File: src/rtl/instr_encoder.sv
// ============================================================================
// instr_encoder
// ----------------------------------------------------------------------------
// Write side of the controller's instruction format. Decoded field sets
// (class, ALU op, rd, rs, rt, imm) arrive over a valid/ready handshake. Each
// set is packed into a 32-bit word and queued in a small FIFO. Queued words
// are then written to instruction memory, one per cycle, at an address that
// increments after every write.
//
// Optional feature macro: IMM_RANGE_CHECK_EN
//   When this macro is defined, an I-type or mem immediate must fit in signed
//   14 bits (imm[14] == imm[13]). A set that fails the check is written as a
//   NOP (32'h0) and raises err. When the macro is undefined, imm[14] is
//   dropped without raising an error.
//
// Ports
//   clk, rst          rising-edge clock, synchronous active-high reset
//   start             one-cycle pulse that begins a load session (IDLE only)
//   start_addr_vld    use start_addr rather than BASE_DEFAULT
//   start_addr        first write address of the session
//   in_valid/in_ready field-set handshake; in_last marks the final set
//   cls, aluop, rd, rs, rt, imm   decoded instruction fields
//   im_we, im_addr, im_wdata      instruction-memory write port (registered)
//   busy              session in progress (state != IDLE)
//   done              one-cycle pulse after the last word is written
//   err, err_cnt      sticky reject flag / saturating reject count
// ============================================================================
module instr_encoder #(
   parameter int DEPTH        = 4,
   parameter int AW           = 8,
   parameter int BASE_DEFAULT = 0
) (
   input  logic          clk,
   input  logic          rst,
   input  logic          start,
   input  logic          start_addr_vld,
   input  logic [AW-1:0] start_addr,
   input  logic          in_valid,
   output logic          in_ready,
   input  logic          in_last,
   input  logic [1:0]    cls,
   input  logic [3:0]    aluop,
   input  logic [5:0]    rd,
   input  logic [5:0]    rs,
   input  logic [5:0]    rt,
   input  logic [14:0]   imm,
   output logic          im_we,
   output logic [AW-1:0] im_addr,
   output logic [31:0]   im_wdata,
   output logic          busy,
   output logic          done,
   output logic          err,
   output logic [7:0]    err_cnt
);

   localparam int PW = $clog2(DEPTH);
   localparam int CW = PW + 1;
   localparam logic [CW-1:0] FULL_CNT  = CW'(DEPTH);
   localparam logic [CW-1:0] CNT_ONE   = CW'(1);
   localparam logic [PW-1:0] PTR_ONE   = PW'(1);
   localparam logic [AW-1:0] ADDR_ONE  = AW'(1);
   localparam logic [AW-1:0] BASE_ADDR = AW'(BASE_DEFAULT);

   typedef enum logic [1:0] {
      S_IDLE  = 2'd0,
      S_RUN   = 2'd1,
      S_DRAIN = 2'd2,
      S_DONE  = 2'd3
   } state_t;

   // Packs a legal field set; the class selects rt or the low 14 imm bits.
   function automatic logic [31:0] encode_fields(
      input logic [1:0]  c,
      input logic [3:0]  op,
      input logic [5:0]  d,
      input logic [5:0]  s,
      input logic [5:0]  t,
      input logic [13:0] im14
   );
      logic [31:0] w;
      case (c)
         2'b01:   w = {c, op, d, s, t, 8'h00};
         2'b00,
         2'b10:   w = {c, op, d, s, im14};
         default: w = 32'h0000_0000;
      endcase
      return w;
   endfunction

   // Saturating increment for the reject counter.
   function automatic logic [7:0] sat_inc8(input logic [7:0] v);
      return (v == 8'hFF) ? 8'hFF : (v + 8'd1);
   endfunction

   state_t          state_q, state_d;
   logic [31:0]     fifo_q [DEPTH];
   logic [PW-1:0]   wr_ptr_q, wr_ptr_d;
   logic [PW-1:0]   rd_ptr_q, rd_ptr_d;
   logic [CW-1:0]   count_q, count_d;
   logic [AW-1:0]   addr_q, addr_d;

   logic            in_ready_q, in_ready_d;
   logic            im_we_q, im_we_d;
   logic [AW-1:0]   im_addr_q, im_addr_d;
   logic [31:0]     im_wdata_q, im_wdata_d;
   logic            busy_q, busy_d;
   logic            done_q, done_d;
   logic            err_q, err_d;
   logic [7:0]      err_cnt_q, err_cnt_d;

   logic            fire_s;
   logic            pop_s;
   logic            bad_s;
   logic            range_bad_s;
   logic [31:0]     enc_word_s;

`ifdef IMM_RANGE_CHECK_EN
   // An immediate fits in signed 14 bits only when bit 14 repeats bit 13.
   assign range_bad_s = (cls != 2'b01) && (imm[14] != imm[13]);
`else
   logic unused_imm_s;
   assign range_bad_s  = 1'b0;
   assign unused_imm_s = imm[14];
`endif

   assign bad_s      = (cls == 2'b11) || range_bad_s;
   assign enc_word_s = bad_s ? 32'h0000_0000
                             : encode_fields(cls, aluop, rd, rs, rt, imm[13:0]);

   // Handshake uses the registered ready, so a full FIFO can never be pushed.
   assign fire_s = (state_q == S_RUN) && in_valid && in_ready_q;
   assign pop_s  = (count_q != {CW{1'b0}}) &&
                   ((state_q == S_RUN) || (state_q == S_DRAIN));

   // Next-state, FIFO bookkeeping, write path and error accounting.
   always_comb begin
      state_d    = state_q;
      wr_ptr_d   = wr_ptr_q;
      rd_ptr_d   = rd_ptr_q;
      count_d    = count_q;
      addr_d     = addr_q;
      im_we_d    = 1'b0;
      im_addr_d  = im_addr_q;
      im_wdata_d = im_wdata_q;
      err_d      = err_q;
      err_cnt_d  = err_cnt_q;

      case (state_q)
         S_IDLE: begin
            if (start) begin
               state_d   = S_RUN;
               addr_d    = start_addr_vld ? start_addr : BASE_ADDR;
               err_d     = 1'b0;
               err_cnt_d = 8'h00;
            end else begin
               state_d = S_IDLE;
            end
         end
         S_RUN: begin
            if (fire_s && in_last) begin
               state_d = S_DRAIN;
            end else begin
               state_d = S_RUN;
            end
         end
         S_DRAIN: begin
            // An empty FIFO here means the final write is on the port now.
            if (count_q == {CW{1'b0}}) begin
               state_d = S_DONE;
            end else begin
               state_d = S_DRAIN;
            end
         end
         S_DONE: begin
            state_d = S_IDLE;
         end
         default: begin
            state_d = S_IDLE;
         end
      endcase

      if (fire_s) begin
         wr_ptr_d = wr_ptr_q + PTR_ONE;
         if (bad_s) begin
            err_d     = 1'b1;
            err_cnt_d = sat_inc8(err_cnt_q);
         end else begin
            err_d     = err_q;
            err_cnt_d = err_cnt_q;
         end
      end else begin
         wr_ptr_d = wr_ptr_q;
      end

      if (pop_s) begin
         rd_ptr_d   = rd_ptr_q + PTR_ONE;
         im_we_d    = 1'b1;
         im_addr_d  = addr_q;
         im_wdata_d = fifo_q[rd_ptr_q];
         addr_d     = addr_q + ADDR_ONE;   // wraps silently at 2^AW
      end else begin
         rd_ptr_d = rd_ptr_q;
      end

      if (fire_s && !pop_s) begin
         count_d = count_q + CNT_ONE;
      end else if (!fire_s && pop_s) begin
         count_d = count_q - CNT_ONE;
      end else begin
         count_d = count_q;
      end
   end

   // Ready drops in the same cycle the queue reaches DEPTH entries.
   assign in_ready_d = (state_d == S_RUN) && (count_d != FULL_CNT);
   assign busy_d     = (state_d != S_IDLE);
   assign done_d     = (state_d == S_DONE);

   // State and registered outputs; rst discards any in-flight words.
   always_ff @(posedge clk) begin
      if (rst) begin
         state_q    <= S_IDLE;
         wr_ptr_q   <= {PW{1'b0}};
         rd_ptr_q   <= {PW{1'b0}};
         count_q    <= {CW{1'b0}};
         addr_q     <= {AW{1'b0}};
         in_ready_q <= 1'b0;
         im_we_q    <= 1'b0;
         im_addr_q  <= {AW{1'b0}};
         im_wdata_q <= 32'h0000_0000;
         busy_q     <= 1'b0;
         done_q     <= 1'b0;
         err_q      <= 1'b0;
         err_cnt_q  <= 8'h00;
      end else begin
         state_q    <= state_d;
         wr_ptr_q   <= wr_ptr_d;
         rd_ptr_q   <= rd_ptr_d;
         count_q    <= count_d;
         addr_q     <= addr_d;
         in_ready_q <= in_ready_d;
         im_we_q    <= im_we_d;
         im_addr_q  <= im_addr_d;
         im_wdata_q <= im_wdata_d;
         busy_q     <= busy_d;
         done_q     <= done_d;
         err_q      <= err_d;
         err_cnt_q  <= err_cnt_d;
      end
   end

   // FIFO storage holds data only; validity is tracked by the pointers.
   always_ff @(posedge clk) begin
      if (fire_s) begin
         fifo_q[wr_ptr_q] <= enc_word_s;
      end
   end

   assign in_ready = in_ready_q;
   assign im_we    = im_we_q;
   assign im_addr  = im_addr_q;
   assign im_wdata = im_wdata_q;
   assign busy     = busy_q;
   assign done     = done_q;
   assign err      = err_q;
   assign err_cnt  = err_cnt_q;

endmodule

File: config.mk
export PLATFORM = sky130hd
export DESIGN_NAME = instr_encoder
export DESIGN_NICKNAME = d
export VERILOG_FILES = /design/src/rtl/instr_encoder.sv
export SDC_FILE = /design/constraint.sdc
export NUM_CORES = 1
export LEC_CHECK = 0
export BUFFER_PORTS_ARGS = -buffer_cell sky130_fd_sc_hd__buf_4
export CORE_ASPECT_RATIO = 1.75
export CORE_MARGIN = 8
export CORE_UTILIZATION = 52
export CTS_CLUSTER_SIZE = 28
export DETAILED_ROUTE_END_ITERATION = 12
export GPL_TIMING_DRIVEN = 0
export PLACE_DENSITY_LB_ADDON = 0.2
export SYNTH_ARGS = -nofsm -noshare
export SYNTH_HDL_FRONTEND = slang
export SYNTH_SLANG_ARGS = --single-unit
File: constraint.sdc
create_clock -name clk -period 1.6 [get_ports clk]
set_input_delay 0.08 -clock clk [delete_from_list [all_inputs] [get_ports clk]]
set_output_delay 0.08 -clock clk [all_outputs]
set_load 0.01 [all_outputs]
==> results.md <==
* GP Congestion at 0.8414
* Post-route antenna net violation count at 0
* Maximum level of the CTS H-tree at 4
* Seq/Total Area, Yosys at 66.37%
* Adder-cell share of the synthesized area at 1.900%
* Sequential group share of total power at 48.5%
* Setup-violating endpoint count in the final report at 76
* HPWL Detailed at 12090 µm
* Worst vdd ir at 761.3 µV
* Routed via count at 5240
* Total routing usage reported by global routing at 20.23%
* Final Slew Violations at 0
* Primary flip-flop cell chosen by synthesis mapping: edfxtp_1
* Final Skew at 0.01040 ns
* Global-route wire length before repair at 29440 µm
* Portion of the clock cycle consumed by the worst path in the final layout at 102.5%
* Initial Util at 53.26%
* Horizontal die dimension at 109.2 µm
* Clock tree root buffer cell: clkbuf_16
* Initial antenna violation count at 0
* Synth area leader: edfxtp_1
* Std-Cell Rows at 59
* Y dimension of the die at 179.1 µm
* Insertion delay of the later-clocked pin in the worst-skew pair at 0.44 ns
* Avg WL per Cell at 20.73 µm
* Final core utilization at 68.57%
* Number of nets in the finished design at 809
* Area share of the largest cell type after synthesis at 48.64%
* Most repeated cell in the gate-level netlist after synthesis: edfxtp_1
* Leak at 0.003651 µW
* Share of total power in combinational logic at 16.1%
* Switch Pwr at 3093 µW
* Sw Ratio at 26.06%
* 1st-iter DRT viols at 248
* Largest family of logic cells by synthesized area: simple AND/OR/NAND/NOR gates
* Vias in the first global route at 5467
* Post-layout minimum cycle time at 1.640 ns
* Number of primary I/O pins at 106
* Design internal power at 8775 µW
* Core Region at 14840 µm²
* Commonest cells post-synth: edfxtp_1 (128), nand2_1 (105), dfxtp_1 (70), a21oi_1 (52), mux4_2 (32)
* Worst setup slack after layout at -0.04012 ns
* Instance count of the mapped netlist at 585
* Number of flops mapped to enable cells by yosys at 128
* TritonCTS sink count at 198
* Post-route setup TNS at -1.066 ns
* Post-synthesis xor/xnor area fraction at 0.5541%
* Failing checks: setup timing
* Synth area leaders: edfxtp_1 (49%), dfxtp_1 (18%), mux4_2 (9.1%)
* Die area at 19550 µm²
* Via-to-Cell Ratio at 5.574
* Cell area after technology mapping at 7903 µm²
* Compound-gate portion of the synthesized area at 6.602%
* Warnings, synthesis at 0
* Highest achievable clock rate at 0.6097 GHz
* Flops & latches, synth at 198
* Clock transition at the register clock pins on the worst setup and hold paths after CTS at 0.07 ns
* Normalized max-slew margin at 55.71%
* Crit end category: flop
* Result of the run: finished, violations left
* Critical path required time at 1.71 ns
* Clock tree from TritonCTS: done
* Number of hold-slack violations in the final timing report at 0
* Multiplexer share of the synthesized area at 9.516%
* Total wirelength of the detailed-routed design at 19490 µm
* Data arrival time of the worst path at 1.75 ns
* Clock group share of total power at 35.3%
* Worst-path fanout max at 16
* Clock buffer count from CTS at 17
* Ys async rst share at 0%
* Antenna Diode Count at 0
* Largest net degree at the start of global routing at 19
* Mean cell area of the mapped netlist at 13.51 µm²
* Start-to-end type of the worst setup path: reg2reg
* Fraction of layout instances using a drive strength above 1 at 33.95%
* Simple-gate area share of the yosys netlist at 12.14%
* Total nets after synthesis at 650
* Drc violations at 0
* Kind of path behind the tightest hold check: in2reg
* Buffers added on ports at 103
* Max-cap viol count at 0
* Worst Max-Slew Pin Slew at 0.6644 ns
* Setup repair after global routing missed its margin: true
* Yosys cell types at 44
* Syn-to-layout area delta at 28.75%
* First-pass DRT Iterations at 4
* Pwr/cell area at 1166 nW/µm²
* Leftover overflow at the end of global routing at 0
* Clock Tree Buf Depth at 2
* Type of element launching the critical path: flop
cell families after synthesis:
| kind of cell | Yosys count |
|---|---|
| adders and majority gates | 12 |
| xor gates and xnor gates | 5 |
| AOI/OAI and AO/OA | 90 |
| DFF | 198 |
| muxes | 35 |
| buffers and inverters | 45 |
| and+or+nand+nor | 200 |
worst max-delay path, stage by stage, from the launching register on:
cell and delay (ns):
dfxtp_4 0.36, inv_4 0.07, ha_4 0.16, and3_4 0.22, buf_8 0.16, and2_4 0.33
per-layer routing:
metal  routed length, µm  up-vias  GRT usage [%]
li1                    -     2462              -
met1                7200     2592          21.75
met2               10680      155          36.54
met3                1105       31          4.140
met4                 503        0          9.677
met5                   0        -              0
repair_timing:
item	in CTS	in global routing
gates resized for setup	58	29
cloned	6	2
setup endpoints to repair	188	139
endpoints found under the hold margin	14	0
setup buffers	14	7
hold buffers	8	0
pin swaps	10	10
layout by cell type, fill, tap and decap left out, drive strengths merged, types with 3 or more instances in the layout:
cell	synthesis	final
a211oi	4	4
a21oi	53	53
a311oi	4	4
a31oi	3	3
and2	25	31
and3	6	6
buf	18	141
clkbuf	12	33
clkinv	0	3
dfxtp	70	70
dlygate4sd3	0	8
edfxtp	128	128
ha	12	12
inv	15	23
mux4	32	32
nand2	105	105
nand3	14	14
nor2	24	24
nor2b	13	13
nor3	3	3
o21ai	18	18
or3	3	3
xnor2	3	3
worst paths after layout:
path	from	endpoint	slack [ns]	depth (start not counted)
worst max-delay path	state_q[1]$_SDFF_PP0_	fifo_q[0][28]$_DFFE_PP_	-0.04	5
worst max register to register	state_q[1]$_SDFF_PP0_	fifo_q[0][28]$_DFFE_PP_	-0.04	5
worst min register to register	im_addr[2]$_SDFFE_PP0N_	im_addr[2]$_SDFFE_PP0N_	0.46	2
worst min-delay path	aluop[0]	fifo_q[0][26]$_DFFE_PP_	0.01	2
through the flow:
stage | hold slack (ns) | instance area (µm²) | instances | worst slack, ns | power (µW)
6_report | 0.009642 | 10170 | 940 | -0.04012 | 11870
5_1_grt | 0.01066 | 10170 | 940 | -0.08327 | 12250
4_1_cts | 0.0006306 | 9998 | 931 | -0.01996 | 11740
3_5_place_dp | 0.3741 | 8905 | 871 | -0.5706 | 7424
3_3_place_gp | 0.3743 | 8905 | 871 | -0.5406 | 7378
2_1_floorplan | 0.2433 | 7903 | 585 | -0.1339 | 6856
power groups by stage:
| stage | Clock (µW) | Sequential (µW) | Combinational (µW) |
|---|---|---|---|
| 2_1_floorplan | 0 | 5860 | 992 |
| 3_3_place_gp | 0 | 5840 | 1540 |
| 3_5_place_dp | 0 | 5850 | 1580 |
| 4_1_cts | 4220 | 5740 | 1770 |
| 5_1_grt | 4410 | 5780 | 2060 |
| 6_report | 4190 | 5760 | 1920 |
registers in the layout (all words and copies together) (netlist names):
signal    cells
wr_ptr_q      2
in_ready      1
count_q       3
err           1
im_we         1
im_wdata     32
state_q       2
fifo_q      128
busy          1
im_addr       8
addr_q        8
err_cnt       8
rd_ptr_q      2
done          1
cell type report:
type                    count  area (µm²)
plain buffers              30       252.7
clock buffers              18       429.2
clock inverters            14       138.9
fillers                  1014        4663
inverters                  15       63.81
multi-input cells         348        2628
flip-flops and latches    198        5261
well taps                 183       229.0
repair buffers            134        1172
(Power assumes the default switching activity.)
